--- src/rtl/uart_tx_scheduler.sv ---
// Round-robin Wishbone write master that funnels NUM_REQ byte streams into one UART.
// After every write it holds off for a character time, since the UART has no busy flag.
module uart_tx_scheduler #(
  parameter int NUM_REQ     = 4,
  parameter int DAT_WIDTH   = 64,
  parameter int CHAR_GAP    = 10416,
  parameter int ACK_TIMEOUT = 16
) (
  input  logic                   clk_i,
  input  logic                   rst_i,
  input  logic [NUM_REQ-1:0]     req_valid_i,
  input  logic [8*NUM_REQ-1:0]   req_data_i,
  output logic [NUM_REQ-1:0]     req_ready_o,
  output logic                   wb_cyc_o,
  output logic                   wb_stb_o,
  output logic                   wb_we_o,
  output logic [DAT_WIDTH-1:0]   wb_dat_o,
  input  logic                   wb_ack_i,
  input  logic                   wb_err_i,
  output logic [NUM_REQ-1:0]     grant_o,
  output logic                   busy_o,
  output logic [7:0]             err_count_o
);

  localparam int IDX_W = (NUM_REQ > 1) ? $clog2(NUM_REQ) : 1;
  localparam int GAP_W = (CHAR_GAP > 1) ? $clog2(CHAR_GAP) : 1;
  localparam int TO_W  = (ACK_TIMEOUT > 1) ? $clog2(ACK_TIMEOUT) : 1;

  localparam logic [1:0] ST_IDLE  = 2'd0;
  localparam logic [1:0] ST_WRITE = 2'd1;
  localparam logic [1:0] ST_GAP   = 2'd2;

  logic [1:0]         state_q;
  logic [IDX_W-1:0]   last_q;
  logic [IDX_W-1:0]   win_idx;
  logic               win_found;
  logic [IDX_W:0]     scan_idx;
  logic [7:0]         win_byte;
  logic [7:0]         byte_q;
  logic [GAP_W-1:0]   gap_q;
  logic [TO_W-1:0]    to_q;
  logic [7:0]         err_q;
  logic [NUM_REQ-1:0] grant_q;
  logic               accept;

  // Round-robin scan starting just after the last owner, wrapping at NUM_REQ.
  always_comb begin
    win_found = 1'b0;
    win_idx   = '0;
    scan_idx  = '0;
    for (int k = 1; k <= NUM_REQ; k++) begin
      scan_idx = {1'b0, last_q} + (IDX_W+1)'(k);
      if (scan_idx >= (IDX_W+1)'(NUM_REQ)) begin
        scan_idx = scan_idx - (IDX_W+1)'(NUM_REQ);
      end
      if (!win_found && req_valid_i[scan_idx[IDX_W-1:0]]) begin
        win_found = 1'b1;
        win_idx   = scan_idx[IDX_W-1:0];
      end
    end
  end

  always_comb begin
    win_byte = '0;
    for (int i = 0; i < NUM_REQ; i++) begin
      if (win_idx == IDX_W'(i)) begin
        win_byte = req_data_i[8*i +: 8];
      end
    end
  end

  // Handshake: byte i transfers on a rising edge where req_valid_i[i] and req_ready_o[i]
  // are both high. Ready is offered only in IDLE and only to the round-robin winner;
  // a requester may hold valid across any number of cycles until it is served.
  assign accept = rst_i && (state_q == ST_IDLE) && win_found;

  always_comb begin
    req_ready_o = '0;
    if (accept) begin
      req_ready_o[win_idx] = 1'b1;
    end
  end

  always_ff @(posedge clk_i) begin
    if (!rst_i) begin
      state_q <= ST_IDLE;
      last_q  <= IDX_W'(NUM_REQ-1);
      byte_q  <= '0;
      gap_q   <= '0;
      to_q    <= '0;
      err_q   <= '0;
      grant_q <= '0;
    end else begin
      case (state_q)
        ST_IDLE: begin
          if (accept) begin
            byte_q  <= win_byte;
            last_q  <= win_idx;
            grant_q <= req_ready_o;
            to_q    <= '0;
            state_q <= ST_WRITE;
          end
        end
        ST_WRITE: begin
          if (wb_err_i) begin
            if (err_q != 8'hFF) err_q <= err_q + 8'd1;
            gap_q   <= GAP_W'(CHAR_GAP-1);
            state_q <= ST_GAP;
          end else if (wb_ack_i) begin
            gap_q   <= GAP_W'(CHAR_GAP-1);
            state_q <= ST_GAP;
          end else if (to_q == TO_W'(ACK_TIMEOUT-1)) begin
            // Abandoned write: nothing was shifted out, so no character gap is owed.
            if (err_q != 8'hFF) err_q <= err_q + 8'd1;
            grant_q <= '0;
            state_q <= ST_IDLE;
          end else begin
            to_q <= to_q + 1'b1;
          end
        end
        ST_GAP: begin
          if (gap_q == '0) begin
            grant_q <= '0;
            state_q <= ST_IDLE;
          end else begin
            gap_q <= gap_q - 1'b1;
          end
        end
        default: state_q <= ST_IDLE;
      endcase
    end
  end

  assign wb_cyc_o    = (state_q == ST_WRITE);
  assign wb_stb_o    = (state_q == ST_WRITE);
  assign wb_we_o     = (state_q == ST_WRITE);
  assign wb_dat_o    = {{(DAT_WIDTH-8){1'b0}}, byte_q};
  assign grant_o     = grant_q;
  assign busy_o      = (state_q != ST_IDLE);
  assign err_count_o = err_q;

endmodule

--- config.mk ---
export PLATFORM = sky130hd
export DESIGN_NAME = uart_tx_scheduler
export DESIGN_NICKNAME = d
export VERILOG_FILES = /design/src/rtl/uart_tx_scheduler.sv
export SDC_FILE = /design/constraint.sdc
export NUM_CORES = 1
export LEC_CHECK = 0
export BUFFER_PORTS_ARGS = -buffer_cell sky130_fd_sc_hd__buf_2
export CAP_MARGIN = 0
export CORE_MARGIN = 1.5
export CORE_UTILIZATION = 25
export DETAILED_ROUTE_END_ITERATION = 10
export HOLD_SLACK_MARGIN = 0.08
export PLACE_DENSITY_LB_ADDON = 0.05
export SLEW_MARGIN = 30
export SYNTH_ARGS = -nofsm -noshare
export SYNTH_HDL_FRONTEND = slang
export SYNTH_SLANG_ARGS = --single-unit
--- constraint.sdc ---
create_clock -name clk_i -period 1.96 [get_ports clk_i]
set_input_delay 0.098 -clock clk_i [delete_from_list [all_inputs] [get_ports clk_i]]
set_output_delay 0.098 -clock clk_i [all_outputs]
set_load 0.03 [all_outputs]
# After elaboration in Yosys (flattened, before gate mapping)
# Cells that the tools add are included.
# W data, S select, Z words.
# word_totals
elab_cells	120
register_bits	42
# op_classes
order_cmp	10
n_eq_ne	17
n_mux	52
addsub	11
reduce_logical	23
# ops
operator	n
$mux W8	8
$mux W14	3
$mux W4	10
$pmux W14 S2	1
$mux W2	13
$lt A2 B3 Y1 const B	5
$logic_not A14 Y1	1
$sub A14 B1 Y14 const B	1
$ge A3 B3 Y1 const B	4
$ne A2 B2 Y1 const B	6
$pmux W4 S3	1
$mux W1	9
$reduce_and A3 Y1	3
$add A8 B1 Y8 const B	1
$bmux W1 S2	4
$ne A8 B8 Y1 const B	1
$pmux W4 S2	1
$reduce_bool A2 Y1	4
$sub A2 B1 Y2 const B	4
$add A2 B2 Y3 const B	2
$eq A2 B2 Y1 const B	3
$logic_and A1 B1 Y1	6
$pmux W2 S3	1
$reduce_and A6 Y1	1
other kinds (15)	20

# Depth between registers and ports, before layout
# Gate-level depths: netlist of the first run.
# logic_depth
depth_word	22
ltp_mapped	8
mapped_depth_nobuf	7

# Worst setup path after synthesis of the first run
# Ideal clock, no wire load.
# synth_timing
path_kind	register to register
from	register state_q[1]
to	register gap_q[6]
slack_ns	-0.239
setup_time_ns	0.128
t_required_ns	1.832
stages_incl_launch_ff	9
n_path_buf	1
period_less_slack_ns	2.199
arrival_time_ns	2.070
path_cell_list	dfxtp_1 inv_1 ha_1 or3b_2 clkbuf_1 nand4_1 a2111oi_0 xnor2_1 nor2_1
# synth_via
elab_chain_cells	3
elab_cells_between_ends	7
classes_between	4 x eq/ne; 1 x mux; 2 x reduce/logical
# synth_lines
element	line	rtl
from (decl)	33	logic [1:0] state_q;
from (signal assigned)	86	state_q <= ST_IDLE;
from (signal assigned)	101	state_q <= ST_WRITE;
from (signal assigned)	108	state_q <= ST_GAP;
$eq A2 B1 Y1 *	n/a	
named net wb_cyc_o	14	output logic wb_cyc_o,
$ne A3 B1 Y1 (no line) or $reduce_bool A2 Y1 (tied branches)	n/a	
$reduce_and A3 Y1 (no line)	n/a	
to (signal assigned)	107	gap_q <= GAP_W'(CHAR_GAP-1);
to (signal assigned)	110	gap_q <= GAP_W'(CHAR_GAP-1);
to (signal assigned)	126	gap_q <= gap_q - 1'b1;
to (decl)	40	logic [GAP_W-1:0] gap_q;
# The timed path passes the listed nets; every way through them passes the cells marked *.
# A chain may end at the register's enable or synchronous reset.

# Worst setup path in the final report of the first run
# layout_timing
from	register gap_q[4]
to	register gap_q[10]
# layout_via
elab_chain_cells	3
elab_cells_between_ends	6
classes_between	1 x add/sub; 1 x eq/ne; 2 x mux; 2 x reduce/logical
# layout_lines
element	line
$sub A14 B1 Y14 or $logic_not A14 Y1 (tied branches)	126, 122
$mux W14 or $ne A2 B2 Y1 (tied branches)	n/a
$pmux W14 S2 or $reduce_and A3 Y1 (tied branches)	n/a
# Several ways; a longest one is shown, not always the timed one. The select of a mux whose other input is x is not followed.

==> results of run 1 <==
-- path summary, 6_finish.rpt --
path / slack, ps / cells past startpoint / endpoint / startpoint
max: 50 / 4 / gap_q[10] / gap_q[4]
min: 110 / 2 / last_q[1] / rst_i
max reg2reg: 50 / 4 / gap_q[10] / gap_q[4]
min reg2reg: 470 / 1 / grant_o[0] / grant_o[0]
-- cells in the mapped netlist, types with 2 or more instances --
cell type   n  area [sq um]
buf_4      60           450
dfxtp_1    42           841
nor2_1     25          93.8
mux2i_1    20           200
a21oi_1    16          80.1
inv_1      15          56.3
nand3_1    15          75.1
nand2_1    14          52.6
o21ai_0    12          60.1
ha_1        8           100
nor3_1      8          40.0
xnor2_1     8          70.1
a211oi_1    7          52.6
clkbuf_1    7          26.3
and3_1      6          37.5
nand2b_1    6          37.5
o221ai_1    5          43.8
or4_1       5          37.5
xor2_1      5          43.8
o21a_1      4          30.0
a21o_1      3          22.5
a31oi_1     3          18.8
and2_1      3          18.8
mux2_2      3          33.8
nor4_1      3          18.8
a2111oi_0   2          17.5
a22o_1      2          17.5
a311oi_1    2          17.5
a32o_1      2          20.0
nand3b_1    2          15.0
nand4b_1    2          17.5
o211ai_1    2          15.0
-- area by class of cell --
type / instances / area [sq um] / share of cell area
Timing Repair Buffer: 100 / 586 / 0.162
Sequential cell: 42 / 850 / 0.235
Tap cell: 140 / 175 / 0.0484
Clock inverter: 1 / 30.0 / 0.00830
Multi-Input combinational cell: 266 / 1790 / 0.494
Inverter: 15 / 56.3 / 0.0156
Clock buffer: 7 / 133 / 0.0367
-- state kept, by name, indices dropped and copies added, names as in the netlist --
register / flops
err_count_o: 8
byte_q: 8
grant_o: 4
gap_q: 14
last_q: 2
state_q: 2
to_q: 4
-- through the flow --
stage | power [uW] | instances | hold slack [ps]
global route | 5730 | 571 | 111
detailed placement | 4200 | 559 | 397
floorplan | 3440 | 391 | 316
finish | 5310 | 571 | 105
global placement | 4240 | 559 | 391
CTS | 5210 | 569 | 103
-- per-layer routing --
| layer | up-vias | GRT usage | part of all wire |
|---|---|---|---|
| met1 | 1150 | 0.158 | 0.46 |
| li1 | 1271 | - | - |
| met2 | 76 | 0.203 | 0.48 |
| met4 | 0 | 0.0195 | 0.0036 |
| met3 | 2 | 0.0285 | 0.052 |
| met5 | - | 0 | 0 |
-- worst max-delay path, delay by kind of cell, from the launching register on --
kind            cells  cell delay [ps]
simple gates        3             1350
flops               1              360
compound gates      1              130
-- power breakdown --
part | switching [uW] | internal [uW]
registers | 215 | 1120
logic | 1820 | 1220
clock network | 334 | 603
-- cell families (layout without fill, tap and decap cells) --
logic type	after synthesis	in the layout	synth area share
simple gates	98	98	0.184
buf+inv	83	123	0.189
compound gates	68	68	0.173
flops	42	42	0.295
mux	23	23	0.0822
xor+xnor	13	13	0.0400
fa+ha+maj	8	8	0.0352
other cells	1	56	0.00132
-- timing repair --
item                                    in CTS  in global routing
resized for setup                            1                 24
setup buffers                                2                  2
pin swaps                                    1                  6
cloned                                       0                  0
endpoints found under the setup margin       2                 20
==> impl_metrics.json, run 1 <==
{
  "cts_root_buf": "clkbuf_16",
  "final_common_cell": "buf_2",
  "io_pins": 124,
  "mostFrequentLayoutCells": "buf_2, conb_1, dfxtp_1, buf_4, nor2_1",
  "powerDensity_nw_per_um2": 1470,
  "place_ws_ps": 31.2,
  "start_util": 0.259,
  "antenna_found_initial": 0,
  "avgRoutedWirePerCell_um": 12.2,
  "syn2layout_area_growth_pct": 27.1,
  "drive_gt1_frac": 0.318,
  "setup_violations": 0,
  "avgSynthCellArea_sq_um": 8.47,
  "power_leakage_uw": 0.00170,
  "outcome": "completed",
  "hold_path_class": "input port to flip-flop",
  "cp_max_fo": 6,
  "cts_buffers": 5,
  "cts_tree": "done",
  "grt_pass1_vias": 2304,
  "arrival_ps": 2120,
  "peakVddDrop_v": 0.000463,
  "required_ps": 2170,
  "synthFlopType": "dfxtp_1",
  "synthArstFlopShare": 0,
  "fin_skew_ps": 5.41,
  "rsz0062_at_grt": "yes",
  "timing.fmax_ghz": 0.524,
  "nNetsFinal": 478,
  "ant_nets": 0,
  "relSlewSlack": 0.621,
  "die_h_um": 110,
  "grt_max_degree": 15,
  "clkTransAtPathRegs_ps": 60,
  "cts_sinks": 42,
  "vias": 2499,
  "slew_viol_final": 0,
  "ys_seq_elements": 42,
  "path_class": "flip-flop to flip-flop",
  "final.setup.tns_ps": 0,
  "fin_crit_sh": 0.974,
  "ys_types": 51,
  "row_count": 38,
  "final_core_utilization": 0.329,
  "clk_latency_ps": 280,
  "syn_area_sq_um": 2850,
  "dp_hpwl_um": 5490,
  "wl_um": 6960,
  "track_usage": 0.120,
  "period_needed_ps": 1910,
  "worst_pin_slew_ps": 562,
  "design_area_sq_um": 3620,
  "synth.yosys.seq_area_share": 0.295,
  "hold_buffers": 0,
  "drt_iter0_drc": 56,
  "end_kind": "flip-flop",
  "synth_edf_count": 0,
  "critPathMaxStageDelay_ps": 540,
  "postPlaceCellArea_sq_um": 3340,
  "crit_chain": "or4_4 > or3_1 > or4_1 > a21oi_1",
  "dieArea_sq_um": 12000,
  "nFillCells": 1213,
  "cp-start-kind": "flip-flop",
  "gp_congestion": 0.751,
  "overflow": 0,
  "synthCells": 336,
  "drc": 0,
  "die_w_um": 110,
  "yosysWarningCount": 0,
  "coreArea_sq_um": 11000,
  "clockBufferDepth": 2,
  "setup_slack_ps": 50.7,
  "drtPass1Iterations": 4,
  "htree_num_levels": 2,
  "port_buffers": 67,
  "cp_slowest_cell": "or4_4",
  "avgViaCountPerCell": 4.38,
  "grt_pass1_wl_um": 11400,
  "cap_violations": 0,
  "diodes": 0,
  "hold_viol": 0
}
No activity file was read; power rests on OpenSTA's default activity.
==> run 2, diff against run 1 <==
--- a/config.mk
+++ b/config.mk
@@ -5,6 +5,7 @@
 export SDC_FILE = /design/constraint.sdc
 export NUM_CORES = 1
 export LEC_CHECK = 0
+export ABC_AREA = 1
 export BUFFER_PORTS_ARGS = -buffer_cell sky130_fd_sc_hd__buf_2
 export CAP_MARGIN = 0
 export CORE_MARGIN = 1.5
==> run 2 against run 1 <==
Combinational power grew 110%. First-iteration DRC count grew 57%. Synthesized cell count grew 37%. Critical endpoint is now req_ready_o[3]. The run now ends with setup timing left. Highest routed layer unchanged. Power grew 59%. Count of clock-buffer cells in the layout is 1 lower.
==> impl_metrics.json, run 2 <==
{
  "clkPwrFrac": 0.097,
  "synth.yosys.seq_area_share": 0.271,
  "multiInputGateArea_sq_um": 2110,
  "p_int_uw": 4120,
  "setup_violations": 4,
  "final.setup.tns_ps": -70.2,
  "drt_iter0_drc": 88,
  "yosysWarningCount": 0,
  "ys_top_cells_by_count": "nand2_1, buf_4, nor2_1, dfxtp_1, inv_1",
  "worst_pin_slew_ps": 500,
  "timing.fmax_ghz": 0.504,
  "die_w_um": 114,
  "diodes": 0,
  "cp_slowest_cell": "dfxtp_4",
  "cap_violations": 0,
  "cp_common_cell": "nand2_4",
  "largest-register": "gap_q",
  "port_buffers": 67,
  "synthFlopType": "dfxtp_1",
  "pwr-share-seq": 0.161,
  "slew_viol_final": 0,
  "hold_viol": 0,
  "crit_start": "last_q[0]",
  "violations": "setup timing",
  "yosys.area.top_type": "dfxtp_1",
  "cts_buffers": 5,
  "die_h_um": 114,
  "syn_area_sq_um": 3110,
  "r2r_start": "last_q[0]",
  "holdWs_ps": 153,
  "critPathMaxStageDelay_ps": 390,
  "synthArstFlopShare": 0,
  "required_ps": 1860,
  "avgSynthCellArea_sq_um": 6.77,
  "fin_crit_sh": 1.01,
  "clkTransAtPathRegs_ps": 60,
  "p_sw_uw": 4310,
  "swShare": 0.512,
  "crit_chain": "buf_12 > nand2_4 > nand2_4 > nand2_4 > nand2_4 > nor2_4 > nand3_4 > nand2_4 > inv_4 > nand2_4 > buf_12 > buf_6 > nor2_4 > buf_6",
  "fin_skew_ps": 7.87,
  "htree_num_levels": 2,
  "synth_area_leaders": "dfxtp_1, buf_4, nand2_1, nor2_1, nand3_1",
  "coreArea_sq_um": 12100,
  "arrival_ps": 1890,
  "drc": 0,
  "cp_max_fo": 8,
  "avgViaCountPerCell": 4.19,
  "grt_max_degree": 15,
  "dpl.cell_count": 705,
  "gp_congestion": 0.801,
  "synth_edf_count": 0,
  "postPlaceCellArea_sq_um": 3550,
  "hold_path_class": "input port to flip-flop",
  "final_cells": 735,
  "io_pins": 124,
  "track_usage": 0.137,
  "cts_tree": "done",
  "syn2layout_area_growth_pct": 36.4,
  "drtPass1Iterations": 4,
  "cts_sinks": 42,
  "powerDensity_nw_per_um2": 1990,
  "row_count": 40,
  "start_util": 0.257,
  "wl_um": 8830,
  "yosysMostFrequentCell": "nand2_1",
  "netlist.area_leader.share": 0.271,
  "nFillCells": 1327,
  "dieArea_sq_um": 13100,
  "design_area_sq_um": 4240,
  "outcome": "complete, but fails checks",
  "grt_pass1_vias": 2908,
  "ant_nets": 0,
  "clk_latency_ps": 280,
  "cp_num_buf_inv": 5,
  "cp-start-kind": "flip-flop",
  "clockBufferDepth": 2,
  "largest_reg_flops": 14,
  "rsz0062_at_grt": "yes",
  "path_class": "flip-flop to output pin",
  "ys_seq_elements": 42,
  "cp_top_family": "buffers and inverters",
  "relSlewSlack": 0.665,
  "setup_slack_ps": -25.5,
  "final_common_cell": "nand2_1",
  "peakVddDrop_v": 0.000612,
  "overflow": 0,
  "grt_pass1_wl_um": 14200,
  "dp_hpwl_um": 6720,
  "end_kind": "output pin",
  "power_leakage_uw": 0.00213,
  "final_core_utilization": 0.351,
  "nNetsFinal": 616,
  "hp-start": "req_data_i[7]",
  "ys_types": 40,
  "period_needed_ps": 1990,
  "drive_gt1_frac": 0.358,
  "mostFrequentLayoutCells": "nand2_1, buf_2, conb_1, nor2_1, dfxtp_1",
  "avgRoutedWirePerCell_um": 12.0,
  "cts_root_buf": "clkbuf_16",
  "seq_area_sq_um": 848,
  "antenna_found_initial": 0,
  "synthCells": 459,
  "vias": 3081,
  "combPwrFrac": 0.742
}
-- run 2: per-layer routing --
| metal | wire length (um) | up-vias | GRT usage |
|---|---|---|---|
| met5 | 0 | - | 0 |
| met4 | 172 | 0 | 0.0500 |
| met3 | 348 | 14 | 0.0249 |
| met2 | 4180 | 85 | 0.227 |
| met1 | 4130 | 1396 | 0.179 |
| li1 | - | 1586 | - |
-- run 2: cell type report --
| type | instances | share of cell area |
|---|---|---|
| flip-flops and latches | 42 | 0.200 |
| clock buffers | 6 | 0.0328 |
| multi-input cells | 363 | 0.499 |
| repair buffers | 111 | 0.173 |
| well taps | 168 | 0.0496 |
| inverters | 45 | 0.0455 |
-- run 2: tightest hold or removal path, cell delays in order --
cell	delay (ps)
buf_2	80
nand2_1	50
nand4_1	60
nor2_1	40
nor2_1	70
-- run 2: kinds of logic (layout without fill, tap and decap cells) --
| family | after synthesis | in the layout | share of synthesized area |
|---|---|---|---|
| AO/OA/AOI/OAI | 60 | 60 | 0.104 |
| XOR/XNOR | 9 | 9 | 0.0254 |
| adder cells (fa/ha/maj) | 8 | 8 | 0.0322 |
| buffers and inverters | 109 | 162 | 0.213 |
| flip-flops | 42 | 42 | 0.271 |
| other | 1 | 56 | 0.00121 |
| AND/OR/NAND/NOR | 230 | 230 | 0.354 |
-- run 2: per-stage QoR --
step	setup WS, ps	power [uW]
5_1_grt	-113	9180
2_1_floorplan	136	4950
4_1_cts	-43.5	8040
3_3_place_gp	-123	6170
3_5_place_dp	-94.2	6120
6_report	-25.5	8430
-- run 2: worst paths after layout --
path | cells past startpoint | slack, ps | endpoint
worst max-delay path | 14 | -30 | req_ready_o[3]
worst min register to register | 2 | 480 | byte_q[5]
worst min-delay path | 5 | 150 | byte_q[7]
worst max register to register | 16 | 10 | byte_q[0]
-- run 2: power by group through the flow --
stage | Clock [uW] | Sequential (uW) | Combinational [uW]
floorplan | 0 | 1470 | 3480
global placement | 0 | 1360 | 4810
detailed placement | 0 | 1360 | 4760
CTS | 866 | 1360 | 5820
global route | 897 | 1400 | 6880
finish | 820 | 1360 | 6250
-- run 2: what timing repair did --
| action | 4_1_cts | 5_1_grt |
|---|---|---|
| resized for setup | 63 | 38 |
| buffers inserted | 20 | 4 |
| pin swaps | 24 | 24 |
| setup endpoints to repair | 19 | 28 |
| hold buffers | 0 | 0 |
